## config.mk

```make
export PLATFORM = sky130hd
export DESIGN_NAME = riscv_biu_arbiter
export DESIGN_NICKNAME = d
export VERILOG_FILES = /design/src/rtl/riscv_biu_arbiter.sv
export SDC_FILE = /design/constraint.sdc
export NUM_CORES = 1
export LEC_CHECK = 0
export ABC_AREA = 1
export CAP_MARGIN = 10
export CORE_AREA = 2 2 170 172
export CTS_BUF_LIST = sky130_fd_sc_hd__clkbuf_8
export DETAILED_ROUTE_END_ITERATION = 7
export DIE_AREA = 0 0 172 174
export GPL_TIMING_DRIVEN = 0
export PLACE_DENSITY = 0.47
export SKIP_LAST_GASP = 1
export SLEW_MARGIN = 15
export SYNTH_ARGS = -nofsm -noshare
export SYNTH_HDL_FRONTEND = slang
export SYNTH_SLANG_ARGS = --single-unit
```

## constraint.sdc

```tcl
create_clock -name clk_i -period 2.1 [get_ports clk_i]
set_input_delay 0.42 -clock clk_i [delete_from_list [all_inputs] [get_ports clk_i]]
set_output_delay 0.42 -clock clk_i [all_outputs]
set_load 0.005 [all_outputs]
```

## src/rtl/riscv_biu_arbiter.sv

```systemverilog
`default_nettype none
// +----------------------------------------------------------------------------+
// | Module  : riscv_biu_arbiter                                                |
// | Purpose : Shares one downstream BIU between the instruction-fetch port     |
// |           (ibiu_*) and the data port (dbiu_*). One owner at a time; the    |
// |           grant is held across bursts, locked sequences and outstanding    |
// |           data phases. Round-robin on simultaneous requests.               |
// | Ports   : clk_i/rst_i      clock, asynchronous active-high reset           |
// |           ibiu_*/dbiu_*    upstream slave ports (request in, response out) |
// |           biu_*            downstream master port (request out, resp in)   |
// | Revision: 1.0 - initial release                                            |
// +----------------------------------------------------------------------------+
module riscv_biu_arbiter #(
    parameter int XLEN           = 32,
    parameter int PHYS_ADDR_SIZE = XLEN
) (
    input  logic                      clk_i,
    input  logic                      rst_i,

    input  logic                      ibiu_stb_i,
    input  logic [PHYS_ADDR_SIZE-1:0] ibiu_adri_i,
    input  logic [2:0]                ibiu_size_i,
    input  logic [2:0]                ibiu_type_i,
    input  logic [2:0]                ibiu_prot_i,
    input  logic                      ibiu_lock_i,
    input  logic                      ibiu_we_i,
    input  logic [XLEN-1:0]           ibiu_d_i,
    output logic                      ibiu_stb_ack_o,
    output logic                      ibiu_d_ack_o,
    output logic [PHYS_ADDR_SIZE-1:0] ibiu_adro_o,
    output logic [XLEN-1:0]           ibiu_q_o,
    output logic                      ibiu_ack_o,
    output logic                      ibiu_err_o,

    input  logic                      dbiu_stb_i,
    input  logic [PHYS_ADDR_SIZE-1:0] dbiu_adri_i,
    input  logic [2:0]                dbiu_size_i,
    input  logic [2:0]                dbiu_type_i,
    input  logic [2:0]                dbiu_prot_i,
    input  logic                      dbiu_lock_i,
    input  logic                      dbiu_we_i,
    input  logic [XLEN-1:0]           dbiu_d_i,
    output logic                      dbiu_stb_ack_o,
    output logic                      dbiu_d_ack_o,
    output logic [PHYS_ADDR_SIZE-1:0] dbiu_adro_o,
    output logic [XLEN-1:0]           dbiu_q_o,
    output logic                      dbiu_ack_o,
    output logic                      dbiu_err_o,

    output logic                      biu_stb_o,
    output logic [PHYS_ADDR_SIZE-1:0] biu_adri_o,
    output logic [2:0]                biu_size_o,
    output logic [2:0]                biu_type_o,
    output logic [2:0]                biu_prot_o,
    output logic                      biu_lock_o,
    output logic                      biu_we_o,
    output logic [XLEN-1:0]           biu_d_o,
    input  logic                      biu_stb_ack_i,
    input  logic                      biu_d_ack_i,
    input  logic [PHYS_ADDR_SIZE-1:0] biu_adro_i,
    input  logic [XLEN-1:0]           biu_q_i,
    input  logic                      biu_ack_i,
    input  logic                      biu_err_i
);

    typedef enum logic [1:0] {
        ST_IDLE = 2'd0,
        ST_IGNT = 2'd1,
        ST_DGNT = 2'd2
    } state_t;

    localparam logic       c_GRANT_INSTR = 1'b0;
    localparam logic       c_GRANT_DATA  = 1'b1;
    localparam logic [2:0] c_TYPE_INCR   = 3'd1;

    state_t     r_state, w_state_next;
    logic       r_last_grant, w_last_grant_next;
    logic [4:0] r_beat_cnt, w_beat_cnt_next;
    logic [1:0] r_outstanding, w_outstanding_next;
    logic       r_accepted, w_accepted_next;

    logic       w_granted, w_own_stb, w_own_lock, w_other_stb;
    logic [2:0] w_own_type;
    logic       w_first_accept, w_final_accept, w_release;

    // Beats remaining after the first one, by burst type.
    function automatic logic [4:0] burst_len_m1(input logic [2:0] btype);
        case (btype)
            3'd2, 3'd3: return 5'd3;
            3'd4, 3'd5: return 5'd7;
            3'd6, 3'd7: return 5'd15;
            default:    return 5'd0;
        endcase
    endfunction

    // Select the current owner's request-side controls.
    always_comb begin
        w_granted   = 1'b0;
        w_own_stb   = 1'b0;
        w_own_lock  = 1'b0;
        w_own_type  = 3'd0;
        w_other_stb = 1'b0;
        case (r_state)
            ST_IGNT: begin
                w_granted   = 1'b1;
                w_own_stb   = ibiu_stb_i;
                w_own_lock  = ibiu_lock_i;
                w_own_type  = ibiu_type_i;
                w_other_stb = dbiu_stb_i;
            end
            ST_DGNT: begin
                w_granted   = 1'b1;
                w_own_stb   = dbiu_stb_i;
                w_own_lock  = dbiu_lock_i;
                w_own_type  = dbiu_type_i;
                w_other_stb = ibiu_stb_i;
            end
            default: ;
        endcase
    end

    // Counters, release detection and next state.
    always_comb begin
        w_first_accept  = w_granted && biu_stb_ack_i && !r_accepted;
        w_accepted_next = r_accepted | (w_granted & biu_stb_ack_i);

        if (w_first_accept)
            w_beat_cnt_next = burst_len_m1(w_own_type);
        else if (w_granted && biu_stb_ack_i && (r_beat_cnt != 5'd0))
            w_beat_cnt_next = r_beat_cnt - 5'd1;
        else
            w_beat_cnt_next = r_beat_cnt;

        w_outstanding_next = r_outstanding;
        if (w_granted) begin
            case ({biu_stb_ack_i, (biu_ack_i | biu_err_i)})
                2'b10:   w_outstanding_next = r_outstanding + 2'd1;
                2'b01:   w_outstanding_next = (r_outstanding != 2'd0) ? r_outstanding - 2'd1 : 2'd0;
                default: w_outstanding_next = r_outstanding;
            endcase
        end

        // Fixed-length bursts end on their last accepted beat; INCR only ends
        // when the owner withdraws its strobe.
        w_final_accept = w_granted && biu_stb_ack_i && (w_beat_cnt_next == 5'd0) &&
                         (w_own_type != c_TYPE_INCR);
        w_release      = w_granted && w_accepted_next && (w_beat_cnt_next == 5'd0) &&
                         (w_outstanding_next == 2'd0) && !w_own_lock &&
                         (!w_own_stb || w_final_accept);

        w_state_next      = r_state;
        w_last_grant_next = r_last_grant;
        case (r_state)
            ST_IDLE: begin
                if (ibiu_stb_i && dbiu_stb_i)
                    w_state_next = (r_last_grant == c_GRANT_INSTR) ? ST_DGNT : ST_IGNT;
                else if (ibiu_stb_i)
                    w_state_next = ST_IGNT;
                else if (dbiu_stb_i)
                    w_state_next = ST_DGNT;
            end
            ST_IGNT, ST_DGNT: begin
                if (w_release) begin
                    // Hand over directly to a waiting requester, no IDLE bubble.
                    if (w_other_stb)
                        w_state_next = (r_state == ST_IGNT) ? ST_DGNT : ST_IGNT;
                    else
                        w_state_next = ST_IDLE;
                    w_last_grant_next = (r_state == ST_IGNT) ? c_GRANT_INSTR : c_GRANT_DATA;
                    w_accepted_next   = 1'b0;
                end
            end
            default: w_state_next = ST_IDLE;
        endcase
    end

    always_ff @(posedge clk_i or posedge rst_i) begin
        if (rst_i) begin
            r_state       <= ST_IDLE;
            r_last_grant  <= c_GRANT_INSTR;
            r_beat_cnt    <= 5'd0;
            r_outstanding <= 2'd0;
            r_accepted    <= 1'b0;
        end else begin
            r_state       <= w_state_next;
            r_last_grant  <= w_last_grant_next;
            r_beat_cnt    <= w_beat_cnt_next;
            r_outstanding <= w_outstanding_next;
            r_accepted    <= w_accepted_next;
        end
    end

    // Request and response steering; everything is zero while idle.
    always_comb begin
        biu_stb_o      = 1'b0;
        biu_adri_o     = '0;
        biu_size_o     = 3'd0;
        biu_type_o     = 3'd0;
        biu_prot_o     = 3'd0;
        biu_lock_o     = 1'b0;
        biu_we_o       = 1'b0;
        biu_d_o        = '0;
        ibiu_stb_ack_o = 1'b0;
        ibiu_d_ack_o   = 1'b0;
        ibiu_adro_o    = '0;
        ibiu_q_o       = '0;
        ibiu_ack_o     = 1'b0;
        ibiu_err_o     = 1'b0;
        dbiu_stb_ack_o = 1'b0;
        dbiu_d_ack_o   = 1'b0;
        dbiu_adro_o    = '0;
        dbiu_q_o       = '0;
        dbiu_ack_o     = 1'b0;
        dbiu_err_o     = 1'b0;
        case (r_state)
            ST_IGNT: begin
                biu_stb_o      = ibiu_stb_i;
                biu_adri_o     = ibiu_adri_i;
                biu_size_o     = ibiu_size_i;
                biu_type_o     = ibiu_type_i;
                biu_prot_o     = ibiu_prot_i;
                biu_lock_o     = ibiu_lock_i;
                biu_we_o       = ibiu_we_i;
                biu_d_o        = ibiu_d_i;
                ibiu_stb_ack_o = biu_stb_ack_i;
                ibiu_d_ack_o   = biu_d_ack_i;
                ibiu_adro_o    = biu_adro_i;
                ibiu_q_o       = biu_q_i;
                ibiu_ack_o     = biu_ack_i;
                ibiu_err_o     = biu_err_i;
            end
            ST_DGNT: begin
                biu_stb_o      = dbiu_stb_i;
                biu_adri_o     = dbiu_adri_i;
                biu_size_o     = dbiu_size_i;
                biu_type_o     = dbiu_type_i;
                biu_prot_o     = dbiu_prot_i;
                biu_lock_o     = dbiu_lock_i;
                biu_we_o       = dbiu_we_i;
                biu_d_o        = dbiu_d_i;
                dbiu_stb_ack_o = biu_stb_ack_i;
                dbiu_d_ack_o   = biu_d_ack_i;
                dbiu_adro_o    = biu_adro_i;
                dbiu_q_o       = biu_q_i;
                dbiu_ack_o     = biu_ack_i;
                dbiu_err_o     = biu_err_i;
            end
            default: ;
        endcase
    end

    // More than three data phases in flight is a downstream protocol violation.
    a_outstanding_no_overflow: assert property (@(posedge clk_i) disable iff (rst_i)
        !(w_granted && (r_outstanding == 2'd3) && biu_stb_ack_i && !(biu_ack_i || biu_err_i)));

endmodule
`default_nettype wire

```

==> impl_metrics.ini, run 1 <==
[final_layout]
fin_nets = 1467
area_growth_pct = 263
layout-drive-gt1-share_pct = 60.2
fill_cells = 3022

[yosys]
synth_seq_cells = 11
yosysSeqAreaShare_pct = 9.11
yosysTopAreaCellShare_pct = 41.5
synth_common_cells = 334 x nand2_1, 157 x inv_1, 78 x a21oi_1
synth_compound_area_share_pct = 13.8
synth_simple_gate_area_share_pct = 47.9
async_reset_ff_share_pct = 100
syn_area_per_cell_um2 = 4.47
yosys.area.top_type = nand2_1
synth_xor_area_share_pct = 0
netlist_area_um2 = 3020
synth_mux_area_share_pct = 0
synth_cell_types = 20
synth_cells = 676
synth_top_family_by_area = simple AND/OR/NAND/NOR gates
synth_flop_cell = dfrtp_1
synth.yosys.warnings = 0
syn-num-nets = 908
synth-edff-count = 0
synth.most_common_cell = nand2_1
synthAdderAreaFrac_pct = 4.14
synthTopCellsByArea = nand2_1 41%, inv_1 19%, a21oi_1 13%, dfrtp_1 9.1%, ha_1 4.1%

[worst_setup_path]
critPathKind = reg -> out
crit_start = r_state[0]
end_kind = output port
r2r_setup_slack_ps = -50
critical_path_arrival_ps = 1900
path_max_fanout = 6
timing.rr.end = r_state[0]
r2r-start = r_state[0]
worst_ep_required_time_ps = 1680
ff2ff_path_depth = 15
startpoint_type = flop

[power]
power_density_nw_per_um2 = 1030
p_leak_nw = 6.05
peakVddDrop_mv = 0.443
power.total_mw = 11.3

[worst_hold_path]
min_path_type = in -> async

[clock_tree]
ctsHoldBuffers = 0
clk_pin_slew_worst_paths_ps = 50
cts_sinks = 11
numCtsBuffers = 3
cts_buffer_depth = 2
cts_tree = built
clock-root-buffer = clkbuf_8
h-tree-depth = 1
clock_latency_ps = 240

[detailed_routing]
vias = 6131
drt_iter0_drc = 92
vias_per_cell = 3.79
firstDrtPassIters = 4
post_drt_wl_per_cell_um = 16.2
ant_nets = 0
drcViolationCount = 0
drt-total-wl_um = 26200

[global_routing]
track_usage_pct = 15.8
antenna_found_initial = 1
grt_max_degree = 12
grt_pass1_wl_um = 36400
grt_pass1_vias = 6323
overflow = 0

[floorplanning]
die_w_um = 172
die_area_um2 = 29900
core_area_um2 = 28200
boundaryPins = 434
die_h_um = 174
start_util_pct = 10.7
placementRows = 62

[place]
port_buffers = 433
place.gp.congestion = 0.810
dpl.hpwl_um = 19100

[timing]
setup_viol = 139
fin_crit_sh_pct = 110
final_max_slew_viol_count = 0
relSlewSlack_pct = 72.3
worst_slack_ps = -217
fin_setup_tns_ps = -12980
finClkSkew_ps = 0.573
fmax_mhz = 432
worst_pin_slew_ps = 415
rsz0062_at_grt = true
hold_viol_final = 0
fin_crit_ps = 2320

[run_status]
violations = negative setup slack
status = complete, but fails checks

[run]
cap_violations = 0
-- report_power, final --
group | internal (mW) | leakage (nW) | switching (mW)
logic | 5.84 | 5.90 | 4.83
registers | 0.313 | 0.131 | 0.0915
clock network | 0.131 | 0.0255 | 0.0840
-- logic make-up after synthesis --
family	count (synthesis)
and+or+nand+nor	371
buffers and inverters	201
AOI/OAI and AO/OA	83
DFF	11
adders and majority gates	10
-- layout make-up --
type                            count  area [um2]  area share, %
Antenna cell                        1        2.50         0.0228
Buffer                             31         711           6.47
Clock buffer                        3        41.3          0.376
Clock inverter                      1        5.00         0.0456
Inverter                          161         617           5.62
Multi-Input combinational cell    464        3300           30.0
Sequential cell                    11         277           2.52
Tap cell                          384         480           4.38
Timing Repair Buffer              563        5550           50.5
-- stage by stage --
| stage | worst slack, ps | cell area, um2 | hold slack [ps] | util [%] | cells |
|---|---|---|---|---|---|
| 2_1_floorplan | 68.6 | 3020 | 272 | - | 676 |
| 3_3_place_gp | -1540 | 7840 | 496 | 27.8 | 1493 |
| 3_5_place_dp | -1500 | 7840 | 504 | 27.8 | 1493 |
| 4_1_cts | -246 | 9770 | 505 | 34.6 | 1602 |
| 5_1_grt | -276 | 11000 | 532 | 38.9 | 1619 |
| 6_report | -217 | 11000 | 478 | 38.9 | 1619 |
-- repair_timing --
action,in CTS,in global routing
endpoints found under the setup margin,215,212
buffers inserted,91,27
gates cloned,14,7
gates resized for setup,1245,400
pin swaps,26,44
hold endpoints to repair,0,0
-- how the worst max path moves through the flow --
stage / endpoint / slack [ps] / depth (start not counted)
5_1_grt: ibiu_q_o[28] / -280 / 10
2_1_floorplan: biu_d_o[14] / 70 / 7
3_3_place_gp: biu_d_o[19] / -1540 / 8
3_5_place_dp: biu_size_o[1] / -1500 / 8
6_report: ibiu_q_o[28] / -220 / 10
4_1_cts: biu_prot_o[0] / -250 / 8
-- cells in the final DEF, fill, tap and decap left out, types with 9 or more instances in the layout --
cell,instances
clkdlybuf4s50_1,218
nand2_1,154
buf_6,119
buf_2,115
nand2_4,98
inv_2,97
nand2_2,86
inv_1,61
a21oi_2,60
buf_4,37
clkbuf_16,32
buf_8,27
buf_12,21
a21oi_1,14
nand3_1,12
clkdlybuf4s15_2,10
dfrtp_1,10
clkbuf_2,9
-- flip-flops by register name, indices dropped and copies added (netlist names) --
register / count
r_outstanding: 2
r_last_grant: 1
r_beat_cnt: 5
r_state: 2
r_accepted: 1
-- per-layer routing --
| layer | routed length, um | global-route usage [%] | up-vias |
|---|---|---|---|
| met5 | 0 | 0 | - |
| met2 | 14100 | 30.9 | 228 |
| li1 | - | - | 3083 |
| met4 | 265 | 1.33 | 0 |
| met3 | 1820 | 3.16 | 19 |
| met1 | 10000 | 18.1 | 2801 |
-- critical path: stages (launching register included) --
cell and delay (ps):
dfrtp_2 440, buf_6 140, ha_4 170, buf_12 140
clkbuf_16 170, clkbuf_16 160, buf_12 120, buf_6 110
nand2_2 50, inv_2 30, buf_6 110
(Power assumes the default switching activity.)
==> run 2: changes to the inputs <==
CTS_CLUSTER_SIZE = 28   (was default)
SKIP_CTS_REPAIR_TIMING = 1   (was default)
==> run 2 against run 1 <==
  * The run still ends with negative setup slack left
  * Hold slack improved by 8.7 ps
  * Wire length fell by 4.1%
  * Sequential share of layout area rose by 0.29 points
  * Non-clock buffer count fell by 29
  * Count of clock-buffer cells in the layout did not move
  * Via count fell by 2.6%
  * First-iteration DRC count rose by 77%
  * Fmax fell by 3.6%
  * Setup slack got worse by 86 ps
  * Clock skew rose by 1.7 ps
  * Highest routed layer unchanged
==> impl_metrics.ini, run 2 (synthesis gave the netlist of run 1 again) <==
[final_layout]
area_growth_pct = 228
mostFrequentLayoutCell = nand2_1
most-common-layout-cells = 273 x nand2_1, 235 x clkdlybuf4s50_1, 146 x inv_1, 82 x dlymetal6s2s_1, 69 x buf_2
fill_cells = 3147
largest-register = r_beat_cnt
num_antenna_cells = 0
top_regs = r_beat_cnt: 5 flops, r_outstanding: 2 flops, r_state: 2 flops
regArea_um2 = 278
largest_reg_flops = 5
layout-drive-gt1-share_pct = 34.4
fin_nets = 1438
design_area_um2 = 9910
multi_input_area_um2 = 2680

[timing]
worst_pin_slew_ps = 432
worst_slack_ps = -303
fin_crit_sh_pct = 114
rsz0062_at_grt = true
relSlewSlack_pct = 71.1
hold_viol_final = 0
setup_viol = 169
final_max_slew_viol_count = 0
fmax_mhz = 416
finClkSkew_ps = 2.24
fin_crit_ps = 2400

[floorplanning]
start_util_pct = 10.7
boundaryPins = 434
die_area_um2 = 29900
die_w_um = 172
core_area_um2 = 28200
placementRows = 62
die_h_um = 174

[power]
p_int_mw = 5.24
swShare_pct = 45.1
p_switching_mw = 4.30
pwr-share-seq_pct = 4.3
peakVddDrop_mv = 0.332
p_clk_share_pct = 2.2
p_leak_nw = 6.48
pwr-share-comb_pct = 93.5
power_density_nw_per_um2 = 964
power.total_mw = 9.54

[clock_tree]
clock-root-buffer = clkbuf_8
h-tree-depth = 1
cts_sinks = 11
numCtsBuffers = 3
cts_tree = built
clock_latency_ps = 240
clk_pin_slew_worst_paths_ps = 50
cts_buffer_depth = 2

[global_routing]
track_usage_pct = 13.7
grt_pass1_vias = 5525
antenna_found_initial = 0
grt_max_degree = 12
grt_pass1_wl_um = 31600
overflow = 0

[run]
cap_violations = 0

[worst_setup_path]
ff2ff_path_depth = 15
critPathBufInv = 6
timing.rr.end = r_state[1]
critical_path_arrival_ps = 1980
critPathKind = reg -> out
crit_family = buffers and inverters
startpoint_type = flop
critPathMostFrequentCell = buf_12
worst_ep_required_time_ps = 1680
path_max_fanout = 7
crit_slowest_cell = dfrtp_2
end_kind = output port
slowest_delay_ps = 450
r2r_setup_slack_ps = -80
crit_chain = buf_12, ha_4, buf_12, clkbuf_16, buf_8, nand2_1, inv_1, clkdlybuf4s50_1
r2r-start = r_state[0]

[worst_hold_path]
min_path_type = in -> async

[detailed_routing]
drt-total-wl_um = 25100
drcViolationCount = 0
vias_per_cell = 3.76
firstDrtPassIters = 5
vias = 5972
drt_iter0_drc = 163
ant_nets = 0
post_drt_wl_per_cell_um = 15.8

[run_status]
status = complete, but fails checks
violations = negative setup slack

[place]
place.gp.congestion = 0.810
port_buffers = 433
dpl.hpwl_um = 19100
placed_cell_area_um2 = 7840
[run 2: changes by cell type in the layout (fill, tap and decap cells not counted), sizes merged]
| cell | previous run | this run |
|---|---|---|
| buf | 320 | 188 |
| bufbuf | 1 | 0 |
| clkbuf | 45 | 63 |
| clkdlybuf4s15 | 10 | 0 |
| clkdlybuf4s50 | 218 | 235 |
| clkinv | 1 | 2 |
| diode | 1 | 0 |
| dlygate4sd2 | 3 | 0 |
| dlymetal6s2s | 0 | 82 |
| inv | 161 | 160 |
[run 2: power groups by stage]
stage	clock (mW)	sequential [mW]	combinational, mW
after global placement	0	0.391	5.69
after CTS	0.221	0.388	5.70
after global routing	0.232	0.419	9.62
final	0.212	0.409	8.92
after detailed placement	0	0.391	5.66
after floorplan	0	0.371	2.33
[run 2: metrics by stage]
step	worst slack (ps)	utilization [%]	TNS, ps	std cells	hold WS (ps)
finish	-303	35.1	-26560	1589	487
global route	-378	35.1	-39120	1589	534
CTS	-1780	27.9	-287610	1497	505
detailed placement	-1500	27.8	-230650	1493	504
global placement	-1540	27.8	-234870	1493	496
floorplan	68.6	-	0	676	272
[run 2: worst max path at each step]
stage                          start       endpoint  slack [ps]  depth (start not counted)
after floorplan           r_state[1]    biu_d_o[14]          70                          7
after global placement    r_state[1]    biu_d_o[19]       -1540                          8
after detailed placement  r_state[1]  biu_size_o[1]       -1500                          8
after CTS                 r_state[1]    biu_d_o[19]       -1780                          8
after global routing      r_state[0]   ibiu_q_o[19]        -380                          8
final                     r_state[0]   ibiu_q_o[19]        -300                          8
[run 2: layout make-up]
cell class	instances	share of cell area, %
Buffer	40	6.14
Clock buffer	3	0.417
Clock inverter	1	0.0505
Inverter	161	6.21
Multi-Input combinational cell	464	27.1
Sequential cell	11	2.80
Tap cell	384	4.85
Timing Repair Buffer	525	52.5
[run 2: routing by layer]
layer  global-route usage [%]  vias to the layer above  routed length, um
met5                        0                        -                  0
met4                    0.980                        0                121
met3                     3.44                       13               1920
met2                     26.1                      241              13100
met1                     15.8                     2712               9990
li1                         -                     3006                  -
